===== src/rtl/retire_trace_buf.sv =====
// retire_trace_buf: retirement trace FIFO fed by the WB stage, drained over valid/ready.
// Never back-pressures the pipeline; on overflow records are dropped or capture freezes.
module retire_trace_buf #(
    parameter int unsigned DEPTH        = 16,
    parameter int unsigned ADDR_W       = 4,
    parameter bit          STOP_ON_FULL = 1'b0
) (
    input  logic              clk,
    input  logic              reset,
    input  logic              enable,
    input  logic              clear,
    input  logic              wb_isValid,
    input  logic [31:0]       wb_pc,
    input  logic [31:0]       wb_instr,
    input  logic [4:0]        wb_rd,
    input  logic              wb_regWrite,
    input  logic [31:0]       wb_data,
    input  logic              tr_ready,
    output logic              tr_valid,
    output logic [15:0]       tr_seq,
    output logic [31:0]       tr_pc,
    output logic [31:0]       tr_instr,
    output logic [4:0]        tr_rd,
    output logic              tr_we,
    output logic [31:0]       tr_data,
    output logic [ADDR_W:0]   count,
    output logic              full,
    output logic              overflow,
    output logic [15:0]       dropped_cnt,
    output logic [31:0]       retired_cnt
);

    typedef enum logic {
        ST_CAPTURE = 1'b0,
        ST_FROZEN  = 1'b1
    } state_t;

    typedef struct packed {
        logic [15:0] seq;
        logic [31:0] pc;
        logic [31:0] instr;
        logic [4:0]  rd;
        logic        we;
        logic [31:0] data;
    } rec_t;

    localparam logic [ADDR_W:0] LP_DEPTH = (ADDR_W + 1)'(DEPTH);

    state_t             r_state;
    rec_t               r_mem [DEPTH];
    logic [ADDR_W-1:0]  r_wr_ptr;
    logic [ADDR_W-1:0]  r_rd_ptr;
    logic [ADDR_W:0]    r_count;
    logic               r_overflow;
    logic [15:0]        r_dropped;
    logic [31:0]        r_retired;

    logic               w_ev;
    logic               w_empty;
    logic               w_full;
    logic               w_pop;
    logic               w_push;
    logic               w_drop;
    rec_t               w_new;
    rec_t               w_head;

    always_comb begin
        w_ev    = wb_isValid & enable;
        w_empty = (r_count == '0);
        w_full  = (r_count == LP_DEPTH);
        w_pop   = !w_empty & tr_ready;
        w_push  = w_ev & !clear & (r_state == ST_CAPTURE) & (!w_full | w_pop);
        w_drop  = w_ev & !clear & ((r_state == ST_FROZEN) | (w_full & !w_pop));
    end

    // seq is the low half of the retire counter: both start at 0 and step on every ev.
    always_comb begin
        w_new       = '0;
        w_new.seq   = r_retired[15:0];
        w_new.pc    = wb_pc;
        w_new.instr = wb_instr;
        w_new.rd    = wb_rd;
        w_new.we    = wb_regWrite & (wb_rd != 5'd0);
        w_new.data  = w_new.we ? wb_data : '0;
    end

    always_ff @(posedge clk) begin
        if (w_push) begin
            r_mem[r_wr_ptr] <= w_new;
        end
    end

    always_ff @(posedge clk or negedge reset) begin
        if (!reset) begin
            r_state    <= ST_CAPTURE;
            r_wr_ptr   <= '0;
            r_rd_ptr   <= '0;
            r_count    <= '0;
            r_overflow <= 1'b0;
            r_dropped  <= '0;
            r_retired  <= '0;
        end else begin
            if (w_ev) begin
                r_retired <= r_retired + 32'd1;
            end
            if (clear) begin
                r_state    <= ST_CAPTURE;
                r_wr_ptr   <= '0;
                r_rd_ptr   <= '0;
                r_count    <= '0;
                r_overflow <= 1'b0;
                r_dropped  <= '0;
            end else begin
                if (w_push) begin
                    r_wr_ptr <= r_wr_ptr + ADDR_W'(1);
                end
                if (w_pop) begin
                    r_rd_ptr <= r_rd_ptr + ADDR_W'(1);
                end
                if (w_push && !w_pop) begin
                    r_count <= r_count + (ADDR_W + 1)'(1);
                end else if (!w_push && w_pop) begin
                    r_count <= r_count - (ADDR_W + 1)'(1);
                end
                if (w_drop) begin
                    r_overflow <= 1'b1;
                    if (r_dropped != '1) begin
                        r_dropped <= r_dropped + 16'd1;
                    end
                    if (STOP_ON_FULL) begin
                        r_state <= ST_FROZEN;
                    end
                end
            end
        end
    end

    // Head fields read 0 whenever the FIFO is empty, including straight out of reset.
    always_comb begin
        w_head = w_empty ? '0 : r_mem[r_rd_ptr];
    end

    assign tr_valid    = !w_empty;
    assign tr_seq      = w_head.seq;
    assign tr_pc       = w_head.pc;
    assign tr_instr    = w_head.instr;
    assign tr_rd       = w_head.rd;
    assign tr_we       = w_head.we;
    assign tr_data     = w_head.data;
    assign count       = r_count;
    assign full        = w_full;
    assign overflow    = r_overflow;
    assign dropped_cnt = r_dropped;
    assign retired_cnt = r_retired;

endmodule


===== config.mk =====
export PLATFORM = sky130hd
export DESIGN_NAME = retire_trace_buf
export DESIGN_NICKNAME = d
export VERILOG_FILES = /design/src/rtl/retire_trace_buf.sv
export SDC_FILE = /design/constraint.sdc
export NUM_CORES = 1
export LEC_CHECK = 0
export ABC_AREA = 0
export CAP_MARGIN = 20
export CELL_PAD_IN_SITES_DETAIL_PLACEMENT = 2
export CELL_PAD_IN_SITES_GLOBAL_PLACEMENT = 2
export CORE_MARGIN = 1.5
export CORE_UTILIZATION = 55
export CTS_CLUSTER_DIAMETER = 150
export DETAILED_ROUTE_END_ITERATION = 8
export DONT_BUFFER_PORTS = 1
export PLACE_DENSITY = 0.89
export SLEW_MARGIN = 15
export SYNTH_ARGS = -nofsm -noshare
export SYNTH_HDL_FRONTEND = slang
export SYNTH_SLANG_ARGS = --single-unit

===== constraint.sdc =====
create_clock -name clk -period 21.4 [get_ports clk]
set_input_delay 2.14 -clock clk [delete_from_list [all_inputs] [get_ports clk]]
set_output_delay 2.14 -clock clk [all_outputs]
set_load 0.01 [all_outputs]

==> results.json, run 1 <==
{
  "lastStage": "detailed placement (3_5_place_dp)",
  "ys_seq_elements": 1950,
  "synth-async-reset-ratio": 0.03179,
  "io_pins": 282,
  "syn_avg_cell_area_um2": 22.84,
  "std_cell_rows": 135,
  "synth.area.mux_share": 0.1757,
  "synthFlopType": "edfxtp_1",
  "synthAdderAreaFrac": 0.002101,
  "synth-seq-area-share": 0.7763,
  "io_buffers": 0,
  "syn_nets": 3405,
  "syn_inst": 3285,
  "dp_hpwl_mm": 168.9,
  "place.gp.congestion": 0.7580,
  "synth-simple-area-share": 0.01638,
  "outcome": "stopped before the end",
  "fp.dieW_um": 372.3,
  "yosysUniqueCellTypes": 51,
  "synth_edf_count": 1888,
  "synth_compound_area_frac": 0.01314,
  "syn-cell-area_um2": 75030,
  "die_y_um": 372.3,
  "synth_top_family_by_area": "multiplexers",
  "yosysWarnings": 0,
  "initial_core_util": 0.5539,
  "error": "[ERROR DPL-0033] detailed placement checks failed during check placement.",
  "synthXorXnorAreaFrac": 0.004436
}
synth_stat cells (all sizes together) (2+ instances only):
library cell,instances,area [um2]
a2111oi,3,45.04
a211oi,4,30.03
a21o,2,15.01
a21oi,9,45.04
and2,52,325.3
and3,8,50.05
and3b,2,17.52
and4,7,61.31
buf,116,581.8
clkbuf,75,281.5
dfrtp,62,1551
edfxtp,1888,56690
ha,11,137.6
inv,9,33.78
mux2,15,168.9
mux2i,238,2382
mux4,472,10630
nand2,23,86.33
nand2b,4,25.02
nand3,22,110.1
nand4,25,162.6
nor2,29,108.9
nor2b,13,81.33
nor3,4,20.02
nor4,9,92.59
o211ai,3,22.52
o21ai,2,13.76
o22ai,118,738.2
o31ai,3,22.52
or2,2,12.51
or4,6,45.04
xnor2,32,280.3
xor2,6,52.55
through the flow:
stage	std cells	setup WS [ns]	hold slack (ns)	cell area, um2
3_3_place_gp	4935	13.63	0.5378	76980
2_1_floorplan	3285	12.91	0.5074	75030
kinds of logic after synthesis:
family	after synthesis
buf+inv	200
mux	725
xor+xnor	38
compound gates	150
fa+ha+maj	12
flops	1950
simple gates	210
==> run 2, diff against run 1 <==
CELL_PAD_IN_SITES_DETAIL_PLACEMENT = not set   (was 2)
CELL_PAD_IN_SITES_GLOBAL_PLACEMENT = not set   (was 2)
CORE_UTILIZATION = 40   (was 55)
CTS_CLUSTER_DIAMETER = not set   (was 150)
PLACE_DENSITY = not set   (was 0.89)
PLACE_DENSITY_LB_ADDON = 0.15   (was not set)
==> run 2 against run 1 <==
Against the previous run: the run now ends clean; area after synthesis unchanged; synthesized cell count unchanged.
==> results.json, run 2 <==
{
  "busiest_layer": "met2",
  "ys_seq_elements": 1950,
  "synth_edf_count": 1888,
  "ir_worst_vdd_uv": 68.25,
  "ctsHoldBuffers": 0,
  "min_path_type": "flip-flop to flip-flop",
  "place.gp.congestion": 0.7426,
  "final_area_um2": 84660,
  "antenna_left": 0,
  "synthFlopType": "edfxtp_1",
  "placed_cells": 5644,
  "drc": 0,
  "synth-seq-area-share": 0.7763,
  "fin_cells": 6024,
  "worstSetupEndpointType": "output port",
  "die_area_um2": 190200,
  "post_drt_wl_per_cell_um": 30.54,
  "clkLatencyLatePin_ns": 0.83,
  "grt_first_pass_wirelength_mm": 262.7,
  "regMostFlops": "r_mem",
  "grt_pass1_vias": 36630,
  "clock_path_buffers": 3,
  "met2_usage": 0.3340,
  "finalWirelength_mm": 184.0,
  "slew_viol_final": 0,
  "syn_inst": 3285,
  "syn_nets": 3405,
  "cp_max_fo": 104,
  "rsz0062_at_grt": "false",
  "critPathArrivalTime_ns": 5.36,
  "final.setup.tns_ns": 0,
  "vias_per_cell": 5.627,
  "worst_slew_pin_slew_ns": 1.168,
  "clkTransAtPathRegs_ns": 0.05,
  "dpl_cell_area_um2": 77980,
  "finalSetupViolCount": 0,
  "fmax_ghz": 0.1334,
  "yosys-top-cells-area": "edfxtp_1 (76%), mux4_2 (14%), mux2i_1 (3.2%)",
  "yosysUniqueCellTypes": 51,
  "fp.dieW_um": 436.1,
  "finalClockSkew_ns": 0.02084,
  "hold_viol_final": 0,
  "grt_max_degree": 105,
  "syn_avg_cell_area_um2": 22.84,
  "period_minus_slack_ns": 7.497,
  "worstPathRequired_ns": 19.26,
  "netlist.area_leader.share": 0.7556,
  "post_cts_buffers": 0,
  "fin_nets": 3494,
  "synth-async-reset-ratio": 0.03179,
  "final_common_cell": "edfxtp_1",
  "power_density_nw_per_um2": 110.1,
  "leakage_nw": 25.32,
  "synthToLayoutAreaGrowth_pct": 12.83,
  "largest_reg_flops": 1888,
  "firstDrtPassIters": 5,
  "maxCapViolations": 0,
  "drive_gt1_frac": 0.2474,
  "syn-cell-area_um2": 75030,
  "io_pins": 282,
  "synthTopCellsByCount": "edfxtp_1 (1888), mux4_2 (472), mux2i_1 (238)",
  "cts-htree-levels": 4,
  "core_area_um2": 185800,
  "post_cts_resized": 0,
  "num_vias": 33900,
  "yosysMostFrequentCell": "edfxtp_1",
  "io_buffers": 0,
  "grt_use_met3": 0.04231,
  "path_class": "flip-flop to output port",
  "synth_top_cell_by_area": "edfxtp_1",
  "cts.sinks": 1950,
  "min_period_over_period": 0.3503,
  "die_y_um": 436.1,
  "drt_iter0_markers": 3295,
  "std_cell_rows": 158,
  "initial_core_util": 0.4038,
  "cts_made_buffers": 202,
  "dp_hpwl_mm": 91.29,
  "track_usage": 0.1936,
  "outcome": "completed",
  "use_met1": 0.2479,
  "critPathLaunchType": "flip-flop",
  "gr-total-overflow": 0,
  "grt_antenna_before_repair": 21,
  "clockRootBuffer": "clkbuf_16",
  "maxSlewHeadroom": 0.2213,
  "cts_tree": "yes",
  "layout_common_cells": "edfxtp_1 (1888), mux4_2 (472), mux2i_1 (238)",
  "yosysWarnings": 0
}
==> run 2: cell counts after synthesis <==
No cell type changed its count.
==> run 2: logic make-up after synthesis <==
family          after synthesis  share of synthesized area
flops                      1950                     0.7763
mux                         725                     0.1757
simple gates                210                    0.01638
buf+inv                     200                    0.01196
compound gates              150                    0.01314
xor+xnor                     38                   0.004436
fa+ha+maj                    12                   0.002101
==> run 2: per-stage QoR <==
step           hold slack, ns  total power (W)  utilization  setup WS, ns
3_5_place_dp           0.5488         0.005984       0.4196         13.96
5_1_grt                0.5784         0.009667       0.4555         13.27
2_1_floorplan          0.5074         0.005524            -         12.91
4_1_cts                0.5680         0.009441       0.4546         13.07
3_3_place_gp           0.5341         0.005953       0.4193         14.05
6_report               0.5542         0.009322       0.4556         13.90
==> run 2: path summary, 6_finish.rpt <==
| path | cells past startpoint | slack, ns | endpoint | startpoint |
|---|---|---|---|---|
| setup reg to reg | 6 | 16.99 | r_mem[2][62]$_DFFE_PP_ | count[4]$_DFFE_PN0P_ |
| hold reg to reg | 1 | 0.55 | retired_cnt[31]$_DFFE_PN0N_ | retired_cnt[31]$_DFFE_PN0N_ |
| max in group asynchronous | 0 | 20.27 | r_rd_ptr[0]$_DFFE_PN0P_ | reset |
| min in group asynchronous | 0 | 1.01 | retired_cnt[21]$_DFFE_PN0N_ | reset |
| hold / removal | 1 | 0.55 | retired_cnt[31]$_DFFE_PN0N_ | retired_cnt[31]$_DFFE_PN0N_ |
| setup / recovery | 6 | 13.90 | tr_instr[10] | r_rd_ptr[0]$_DFFE_PN0P_ |
==> run 2: area by class of cell <==
cell class / instances / area (um2)
antenna: 7 / 17.52
clock buffer: 262 / 5364
clock inverter: 105 / 1140
fill: 15330 / 101200
inverter: 9 / 33.78
multi-input combinational: 1135 / 15980
sequential: 1950 / 58260
tap: 2480 / 3103
timing repair buffer: 76 / 760.7
==> run 2: report_power, final <==
group          switching (W)  leakage [nW]  total, W  internal [W]
Sequential         0.0000759          17.8   0.00431       0.00424
Combinational       0.000870          4.31   0.00155      0.000680
Clock                0.00142          3.17   0.00346       0.00204
==> run 2: worst max-delay path, stage by stage, from the launching register on <==
cell and delay [ns]:
dfrtp_4 0.92, buf_12 0.70, buf_4 0.89, buf_4 0.83, mux4_2 0.59, mux2i_1 0.18
o22ai_1 0.25
==> run 2: per-layer routing <==
metal,share of wire,vias up
met5,0.00040,-
met4,0.021,14
met3,0.058,261
met2,0.51,913
met1,0.41,18580
li1,-,14130
(Power assumes the default switching activity.)
